`src/rtl/alarm_pkg.sv`:
```
// Shared types, constants and BCD validation helpers for the alarm engine.
package alarm_pkg;

   typedef enum logic [1:0] {
      IDLE    = 2'd0,
      RINGING = 2'd1,
      SNOOZED = 2'd2
   } alarm_state_t;

   localparam int unsigned BCD_W = 8;
   localparam logic [BCD_W-1:0] MIDNIGHT = 8'h00;

   function automatic logic bcd_hr_valid(input logic [BCD_W-1:0] v);
      return (v[7:4] <= 4'd2) && (v[3:0] <= 4'd9) && (v <= 8'h23);
   endfunction

   function automatic logic bcd_min_valid(input logic [BCD_W-1:0] v);
      return (v[7:4] <= 4'd5) && (v[3:0] <= 4'd9);
   endfunction

endpackage

```
`src/rtl/alarm_channel.sv`:
```
// One alarm channel: stored HH:MM, armed flag, ring/snooze FSM and its counters.
module alarm_channel
   import alarm_pkg::*;
#(
   parameter int RING_SECS   = 60,
   parameter int SNOOZE_SECS = 300,
   parameter int MAX_SNOOZE  = 3
) (
   input  logic             clk,
   input  logic             rst,
   input  logic             tick,
   input  logic [BCD_W-1:0] cur_hr,
   input  logic [BCD_W-1:0] cur_min,
   input  logic [BCD_W-1:0] cur_sec,
   input  logic             wr,
   input  logic [BCD_W-1:0] wr_hr,
   input  logic [BCD_W-1:0] wr_min,
   input  logic             wr_arm,
   input  logic             snooze,
   input  logic             dismiss,
   output logic             ring,
   output logic             snoozed
);

   localparam logic [7:0]  RING_LAST = 8'(RING_SECS - 1);
   localparam logic [15:0] SNZ_LOAD  = 16'(SNOOZE_SECS);
   localparam logic [3:0]  SNZ_MAX   = 4'(MAX_SNOOZE);

   alarm_state_t     state;
   logic [BCD_W-1:0] alm_hr;
   logic [BCD_W-1:0] alm_min;
   logic             armed;
   logic [7:0]       ring_cnt;
   logic [15:0]      timer;
   logic [3:0]       snz_cnt;
   logic             hit;

   // Only the sec==00 tick qualifies, so setting the current minute mid-minute waits a day.
   assign hit = armed && (cur_hr == alm_hr) && (cur_min == alm_min) && (cur_sec == MIDNIGHT);

   always_ff @(posedge clk) begin
      if (rst) begin
         state    <= IDLE;
         alm_hr   <= '0;
         alm_min  <= '0;
         armed    <= 1'b0;
         ring_cnt <= '0;
         timer    <= '0;
         snz_cnt  <= '0;
         ring     <= 1'b0;
         snoozed  <= 1'b0;
      end else if (wr) begin
         state    <= IDLE;
         alm_hr   <= wr_hr;
         alm_min  <= wr_min;
         armed    <= wr_arm;
         ring_cnt <= '0;
         timer    <= '0;
         snz_cnt  <= '0;
         ring     <= 1'b0;
         snoozed  <= 1'b0;
      end else begin
         case (state)
            IDLE: begin
               if (tick && hit) begin
                  state    <= RINGING;
                  ring_cnt <= '0;
                  snz_cnt  <= '0;
                  ring     <= 1'b1;
               end
            end
            RINGING: begin
               if (dismiss) begin
                  state   <= IDLE;
                  snz_cnt <= '0;
                  ring    <= 1'b0;
               end else if (snooze) begin
                  ring <= 1'b0;
                  if (snz_cnt < SNZ_MAX) begin
                     state   <= SNOOZED;
                     timer   <= SNZ_LOAD;
                     snz_cnt <= snz_cnt + 4'd1;
                     snoozed <= 1'b1;
                  end else begin
                     state   <= IDLE;
                     snz_cnt <= '0;
                  end
               end else if (tick) begin
                  ring_cnt <= ring_cnt + 8'd1;
                  if (ring_cnt == RING_LAST) begin
                     state   <= IDLE;
                     snz_cnt <= '0;
                     ring    <= 1'b0;
                  end
               end
            end
            SNOOZED: begin
               if (dismiss) begin
                  state   <= IDLE;
                  snz_cnt <= '0;
                  snoozed <= 1'b0;
               end else if (tick) begin
                  timer <= timer - 16'd1;
                  if (timer == 16'd1) begin
                     state    <= RINGING;
                     ring_cnt <= '0;
                     ring     <= 1'b1;
                     snoozed  <= 1'b0;
                  end
               end
            end
            default: begin
               state   <= IDLE;
               ring    <= 1'b0;
               snoozed <= 1'b0;
            end
         endcase
      end
   end

endmodule

```
`src/rtl/alarm_bank.sv`:
```
// Multi-alarm engine: write decode/validation, per-channel FSMs, ring summary.
module alarm_bank
   import alarm_pkg::*;
#(
   parameter int NUM_ALARMS  = 3,
   parameter int RING_SECS   = 60,
   parameter int SNOOZE_SECS = 300,
   parameter int MAX_SNOOZE  = 3,
   localparam int IDX_W = (NUM_ALARMS > 1) ? $clog2(NUM_ALARMS) : 1
) (
   input  logic                  clk,
   input  logic                  rst,
   input  logic                  tick,
   input  logic [7:0]            cur_hr,
   input  logic [7:0]            cur_min,
   input  logic [7:0]            cur_sec,
   input  logic                  set_en,
   input  logic [IDX_W-1:0]      set_idx,
   input  logic [7:0]            set_hr,
   input  logic [7:0]            set_min,
   input  logic                  set_arm,
   input  logic                  snooze,
   input  logic                  dismiss,
   output logic [NUM_ALARMS-1:0] ring,
   output logic                  any_ring,
   output logic [NUM_ALARMS-1:0] snoozed,
   output logic                  set_err
);

   logic idx_ok;
   logic wr_ok;

   assign idx_ok = int'(set_idx) < NUM_ALARMS;
   assign wr_ok  = set_en && idx_ok && bcd_hr_valid(set_hr) && bcd_min_valid(set_min);

   always_ff @(posedge clk) begin
      if (rst) set_err <= 1'b0;
      else     set_err <= set_en && !wr_ok;
   end

   // ring is already a flop per channel, so the OR adds no extra latency.
   assign any_ring = |ring;

   for (genvar i = 0; i < NUM_ALARMS; i++) begin : g_ch
      alarm_channel #(
         .RING_SECS   (RING_SECS),
         .SNOOZE_SECS (SNOOZE_SECS),
         .MAX_SNOOZE  (MAX_SNOOZE)
      ) u_ch (
         .clk     (clk),
         .rst     (rst),
         .tick    (tick),
         .cur_hr  (cur_hr),
         .cur_min (cur_min),
         .cur_sec (cur_sec),
         .wr      (wr_ok && (set_idx == IDX_W'(i))),
         .wr_hr   (set_hr),
         .wr_min  (set_min),
         .wr_arm  (set_arm),
         .snooze  (snooze),
         .dismiss (dismiss),
         .ring    (ring[i]),
         .snoozed (snoozed[i])
      );
   end

endmodule

```
`config.mk`:
```
export PLATFORM = sky130hd
export DESIGN_NAME = alarm_bank
export DESIGN_NICKNAME = d
export VERILOG_FILES = /design/src/rtl/alarm_pkg.sv /design/src/rtl/alarm_channel.sv /design/src/rtl/alarm_bank.sv
export SDC_FILE = /design/constraint.sdc
export NUM_CORES = 1
export LEC_CHECK = 0
export ABC_AREA = 1
export CAP_MARGIN = 40
export CORE_MARGIN = 1
export CORE_UTILIZATION = 44
export DETAILED_ROUTE_END_ITERATION = 10
export GPL_TIMING_DRIVEN = 0
export SLEW_MARGIN = 20
export SYNTH_ARGS = -nofsm -noshare
export SYNTH_HDL_FRONTEND = slang
export SYNTH_SLANG_ARGS = --single-unit
export TNS_END_PERCENT = 10
```
`constraint.sdc`:
```
create_clock -name clk -period 4.23 [get_ports clk]
set_input_delay 0.423 -clock clk [delete_from_list [all_inputs] [get_ports clk]]
set_output_delay 0.423 -clock clk [all_outputs]
set_load 0.01 [all_outputs]
```
## Word-level counts from Yosys, hierarchy flattened

Index checks and enable logic that the tools add are counted.

- Add/sub/neg operators: 9
- Bitwise gates (word level): 3
- Muxes and demuxes: 142
- Magnitude comparators: 9
- Reductions and logical operators: 56
- Equality and inequality tests: 62

Operator list:

| operator | count |
|---|---|
| two-way mux 16 bit | 15 |
| two-way mux 8 bit | 21 |
| one-hot mux 16 bit (2 select lines) | 3 |
| two-way mux 4 bit | 19 |
| one-hot mux 8 bit (3 select lines) | 3 |
| two-way mux 2 bit | 27 |
| AND reduction 6 bit | 9 |
| equality test 16 x 1 -> 1 bit (second input constant) | 3 |
| equality test 8 bit | 6 |
| subtractor 16 x 1 -> 16 bit (second input constant) | 3 |
| two-way mux 1 bit | 42 |
| inequality test 2 bit (second input constant) | 21 |
| one-hot mux 4 bit (3 select lines) | 3 |
| AND reduction 5 bit | 6 |
| adder 8 x 1 -> 8 bit (second input constant) | 3 |
| equality test 8 x 6 -> 1 bit (second input constant) | 3 |
| AND reduction 8 bit | 3 |
| logical AND 1 bit | 22 |
| inequality test 2 x 1 -> 1 bit (second input constant) | 9 |
| one-hot mux 1 bit (3 select lines) | 6 |
| one-hot mux 2 bit (3 select lines) | 3 |
| adder 4 x 1 -> 4 bit (second input constant) | 3 |
| < comparator 4 x 2 -> 1 bit (second input constant) | 3 |
| inequality test 4 x 3 -> 1 bit (second input constant) | 3 |
| 18 further kinds | 42 |

- Register bits: 148

## Depth between registers and ports, before layout

- Depth in word-level cells: 7
- Gate-level depth with buffers: 13
- Depth with buffers taken out: 13

## Cells and area by module

Synthesis repeated with hierarchy kept, for this count alone.

- Cells, all modules: 1,369
- Area total of the unflattened synthesis: 8,655.8 µm²

By module, submodules not included:

| module | area an instance (µm²) | times used | seq. area each (µm²) | cells an instance |
|---|---|---|---|---|
| alarm_channel (g_ch[0].u_ch ...) | 2,767.7 | 2 | 980.9 | 433 |
| alarm_channel (g_ch[2].u_ch) | 2,924.1 | 1 | 980.9 | 466 |
| alarm_bank | 196.4 | 1 | 20.0 | 37 |

## Least setup slack after synthesis

Ideal clock, no wire load.

- Path kind: input to register
- Start: input dismiss
- End: register g_ch[0].u_ch.timer[15]
- Setup slack: 2,540 ps
- Stages on the path: 9
- Data arrival time: 1,575 ps
- Library setup time: 115 ps
- Path through: buf_2 inv_1 nand4_2 a21oi_4 nand2_2 nor2_4 nand4_1 nand2_1 nor2_1

- Word-level cells in the longest chain between the ends: 2
- Elaborated cells on any way between the ends: 3
- Those cells by class: eq/ne: 2; reduce/logical: 1

Ends and longest elaborated chain:

| what | RTL line | RTL |
|---|---|---|
| start: declaration | alarm_bank.sv:23 | `input logic dismiss,` |
| inequality test 2 bit (no source line) | n/a |  |
| AND reduction 6 bit (no source line) * | n/a |  |
| end signal: assignment | alarm_channel.sv:103 | `timer <= timer - 16'd1;` |
| end: declaration | alarm_channel.sv:34 | `logic [15:0] timer;` |

Mark *: on every way between the ends. The rest lies on a longest branch, timed or not.
A chain may end at the register's enable or synchronous reset.

## Worst setup path in the final report

- Start: input tick
- End: register g_ch[0].u_ch.ring_cnt[1]

- Word-level cells in the longest chain between the ends: 3
- Elaborated cells on any way between the ends: 5
- Those cells by class: eq/ne: 3; reduce/logical: 2

Ends and longest elaborated chain:

| what | RTL line | RTL |
|---|---|---|
| start: declaration | alarm_bank.sv:13 | `input logic tick,` |
| logical AND 1 bit | alarm_channel.sv:65 | `if (tick && hit) begin` |
| inequality test 2 x 1 -> 1 bit (no source line) | n/a |  |
| AND reduction 8 bit (no source line) * | n/a |  |
| end signal: assignment | alarm_channel.sv:89 | `ring_cnt <= ring_cnt + 8'd1;` |
| end: declaration | alarm_channel.sv:33 | `logic [7:0] ring_cnt;` |

Marks and branches as above.

==> results.rst <==
.. list-table::
   :header-rows: 1

   * - Metric
     - Value
   * - Status
     - complete, no violations
   * - Initial Util
     - 0.449
   * - Post-CTS setup buffer count
     - 0
   * - Critical path's top delay family
     - simple AND/OR/NAND/NOR gates
   * - H-tree level count
     - 4
   * - Switching power total
     - 0.694 mW
   * - Max-cap violations
     - 0
   * - Wirelength per Cell
     - around 13 µm
   * - Antenna violations before repair
     - 0
   * - Synthesized-area fraction occupied by ao, oa, aoi and oai cells
     - 0.131
   * - Overflow left after global routing
     - 0
   * - Area Growth Syn to Fin
     - 18.0%
   * - R2R depth
     - 8
   * - Nets
     - 1,384
   * - RD Place Congestion
     - 0.849
   * - Final clock period utilization by the worst path
     - 0.551
   * - Most frequent cell on the critical path
     - nand2_1
   * - Flop-to-flop setup slack
     - around 2100 ps
   * - Endpoint of the worst hold path
     - g_ch[0].u_ch.snz_cnt[3]
   * - DIE AREA
     - 18,900 µm²
   * - List of cells traversed by the critical path
     - clkdlybuf4s50_1, inv_2, nand2_1, nand2_1, o21ai_0, o21ai_0, nor2_2, nand3_2, nand2_1, nand2_1, nor2_1
   * - Routed vias/inst
     - 4.96
   * - Number of port buffers
     - 54
   * - Number of antenna repair diodes
     - 0
   * - Static Leakage
     - 4.02 nW
   * - Number of buffers added to fix hold violations after cts
     - 0
   * - Start of the worst register-to-register path
     - g_ch[2].u_ch.timer[10]
   * - Total power consumption of the routed design
     - roughly 3.2 mW
   * - Reg clk slew, reported paths
     - around 60 ps
   * - Switching part of the total power
     - 0.218
   * - Routed via count
     - 7,762
   * - Number of distinct library cell variants in the gate-level netlist after synthesis
     - 46
   * - Worst IR Drop VDD
     - between 0.2 and 0.3 mV
   * - Final period demand of the worst path
     - 2330 ps
   * - Number of DRC violations after detailed routing
     - 0
   * - Synthesized-area fraction occupied by adder cells
     - 0.0186
   * - Relative contribution of combinational cells to total power
     - 0.052
   * - Detailed-placement wirelength estimate
     - 15.2 mm
   * - Combined buffer and inverter count along the critical path
     - 2
   * - Multiplexer area fraction after synthesis
     - 0
   * - Site row count
     - 49
   * - Biggest fanout along the worst timing path
     - 10
   * - Largest family of logic cells by synthesized area
     - simple AND/OR/NAND/NOR gates
   * - Synth warn
     - 0
   * - Post-Synthesis Cells
     - 1,250
   * - TritonRoute pass-1 iters
     - 5
   * - Fraction of power consumed by sequential logic
     - 0.438
   * - Non-filler instance count after layout
     - 1,564
   * - Max-slew violation count
     - 0
   * - Worst Path Arrival
     - 2700 ps
   * - Peak Freq
     - 429 MHz
   * - Hold path startpoint
     - g_ch[0].u_ch.snz_cnt[3]
   * - Global-route wire length before repair
     - 33.9 mm
   * - X dimension of the die
     - 137 µm
   * - Layout Utilization
     - 0.530
   * - Most used flip-flop cell after synthesis
     - dfxtp_1
   * - Count of cells along the worst hold path
     - 2
   * - Crit path capture type
     - flop
   * - Power per cell area
     - 335 nW/µm²
   * - Area share of and/or/nand/nor cells after synthesis
     - 0.359
   * - Total global routing track utilization
     - 0.231
   * - Worst setup slack after placement
     - 1460 ps
   * - Parity-gate share of the synthesized area counting xor and xnor cells
     - 0.0206
   * - Mapped Nets
     - around 1,300
   * - Clock tree from TritonCTS
     - built
   * - Share of cells above drive strength 1
     - 0.0682
   * - Async S/R FF share, synth
     - 0
   * - Pin count of the biggest net entering global routing
     - 17
   * - Number of hold violations in the final report
     - 0
   * - Share of synthesized area occupied by flip-flops and latches
     - 0.367
   * - Actual slew at the worst max-slew pin
     - 671 ps
   * - Detailed Route WL
     - 20.8 mm
   * - RSZ-0062 raised after global routing
     - no
   * - Die Ht
     - roughly 140 µm
   * - Number of sinks handled by clock tree synthesis
     - 148
   * - Number of instances in the placed design
     - 1,533
   * - Vias in the first global route
     - about 7,000
   * - Total cell area at the placement stage
     - 8900 µm²
   * - Worst Setup Slack, final
     - 1900 ps
   * - Worst reg2reg endpoint
     - g_ch[2].u_ch.ring_cnt[4]
   * - Type of the worst min-delay path
     - flop to flop
   * - Number of primary I/O pins
     - 57
   * - Number of routed nets with antenna violations
     - 0
   * - Mean cell area of the mapped netlist
     - 6.46 µm²
   * - Clock power share
     - 0.510
   * - Standard cell with the maximum stage delay on the critical path
     - clkdlybuf4s50_1
   * - Largest incremental delay on the critical path
     - 760 ps
   * - Seq cells post-synth
     - 148
   * - Startpoint types
     - input pin
   * - Setup_tns
     - 0 ps
   * - Cts bufs inserted
     - 17
   * - Setup clock skew after layout
     - about 6.6 ps
   * - Slew Limit Headroom
     - 0.553
   * - Int Power
     - 2.49 mW
   * - Tightest hold margin
     - 441 ps
   * - Count of flip-flops with a built-in enable after synthesis
     - 0
   * - Number of cells upsized or downsized after cts
     - 0
   * - Clk root buf
     - clkbuf_16
   * - Final setup fails
     - 0
   * - Clock tree buffer depth
     - 2
   * - Total core area
     - 18,000 µm²
   * - Iteration-0 DRC Markers
     - a little under 500
   * - Latest clock arrival within the worst-skew pair
     - 430 ps
   * - Cell area after layout
     - 9530 µm²
   * - Critical setup path kind
     - input pin to flop
   * - Netlist area before placement
     - 8070 µm²
   * - Req. time, crit path
     - 4600 ps
## registers in the layout (all words and copies together), names as in the netlist
name and cells:
g_ch.u_ch.alm_hr 24, g_ch.u_ch.alm_min 24, g_ch.u_ch.armed 3, g_ch.u_ch.ring 3
g_ch.u_ch.ring_cnt 24, g_ch.u_ch.snoozed 3, g_ch.u_ch.snz_cnt 12, g_ch.u_ch.state 6
g_ch.u_ch.timer 48, set_err 1
## synthesized netlist by cell type (2+ instances only)
cell type  instances  area (µm²)
nor2_2             7        43.8
nor2_4             9         101
nor4_1             7        43.8
inv_1            172         646
dfxtp_1          148        2960
nor3_1            15        75.1
ha_1              12         150
buf_2              5        25.0
nand2_4            2        22.5
clkbuf_1          16        60.1
nor2_1           182         683
buf_4              8        60.1
nand2_2            8        50.1
xor2_1            16         140
a31oi_1           11        68.8
and2_1             2        12.5
nand3_1           63         315
nand4_1           29         181
o21ai_0           66         330
xnor2_1            3        26.3
nand3b_1           4        30.0
or2_2              2        12.5
o21ai_1            4        20.0
a21oi_1          105         526
inv_2              7        26.3
nand2_1          318        1190
o211ai_1           6        45.0
nand3_2            5        50.1
## cells in the final DEF, fill, tap and decap left out, drive strengths merged, types with 2 or more instances in the layout
cell type      instances
nor4                   7
a21oi                107
nand3                 69
nor3b                  2
and2                   2
inv                  180
o21ai                 70
xnor2                  3
nand4                 30
a31oi                 11
nor3                  16
clkbuf                39
ha                    12
clkdlybuf4s50         54
o211ai                 6
bufinv                 4
nand2                328
xor2                  16
dfxtp                148
nand3b                 4
clkinv                 4
buf                   13
clkinvlp               2
nor2                 199
or2                    3
## how the worst max path moves through the flow
stage	start	end	slack, ps	cells after the start
final	tick	g_ch[0].u_ch.ring_cnt[1]	1900	11
after CTS	tick	g_ch[0].u_ch.snz_cnt[1]	1890	14
after floorplan	dismiss	g_ch[0].u_ch.timer[15]	2540	9
after global placement	tick	g_ch[0].u_ch.snz_cnt[1]	1480	13
after detailed placement	tick	g_ch[0].u_ch.snz_cnt[1]	1460	13
after global routing	tick	g_ch[0].u_ch.snz_cnt[1]	1670	14
## power groups by stage
stage	combinational [mW]	sequential [mW]	clock (mW)
floorplan	0.0750	1.43	0
global placement	0.165	1.43	0
detailed placement	0.165	1.43	0
CTS	0.166	1.40	1.65
global route	0.183	1.40	1.71
finish	0.166	1.40	1.63
## worst register-to-register path, stage by stage (launching register included)
cell	delay, ps
dfxtp_1	330
nor2_1	180
nand2_1	120
nor2_1	160
nand4_1	230
a21oi_2	460
nand2_1	310
nand2_1	120
a21oi_1	70
## per-layer routing
| metal | track usage | vias to the layer above | share of wire |
|---|---|---|---|
| li1 | - | 4127 | - |
| met1 | 0.303 | 3483 | 0.48 |
| met2 | 0.386 | 137 | 0.47 |
| met3 | 0.0478 | 15 | 0.036 |
| met4 | 0.0568 | 0 | 0.010 |
| met5 | 0 | - | 0 |
## logic make-up after synthesis
kind of cell             count (synthesis)
XOR/XNOR                                19
AND/OR/NAND/NOR                        660
flip-flops                             148
adder cells (fa/ha/maj)                 12
AO/OA/AOI/OAI                          200
buffers and inverters                  211
## final cells by class
cell class                 instances  area, µm²
clock buffer                      23        478
multi-input combinational        891       4280
timing repair buffer              54        541
fill                            1822       8440
clock inverter                     8        149
tap                              229        287
inverter                         182        687
sequential                       148       2960
buffer                            29        145
Note: power is estimated with default switching activity, not from simulation.
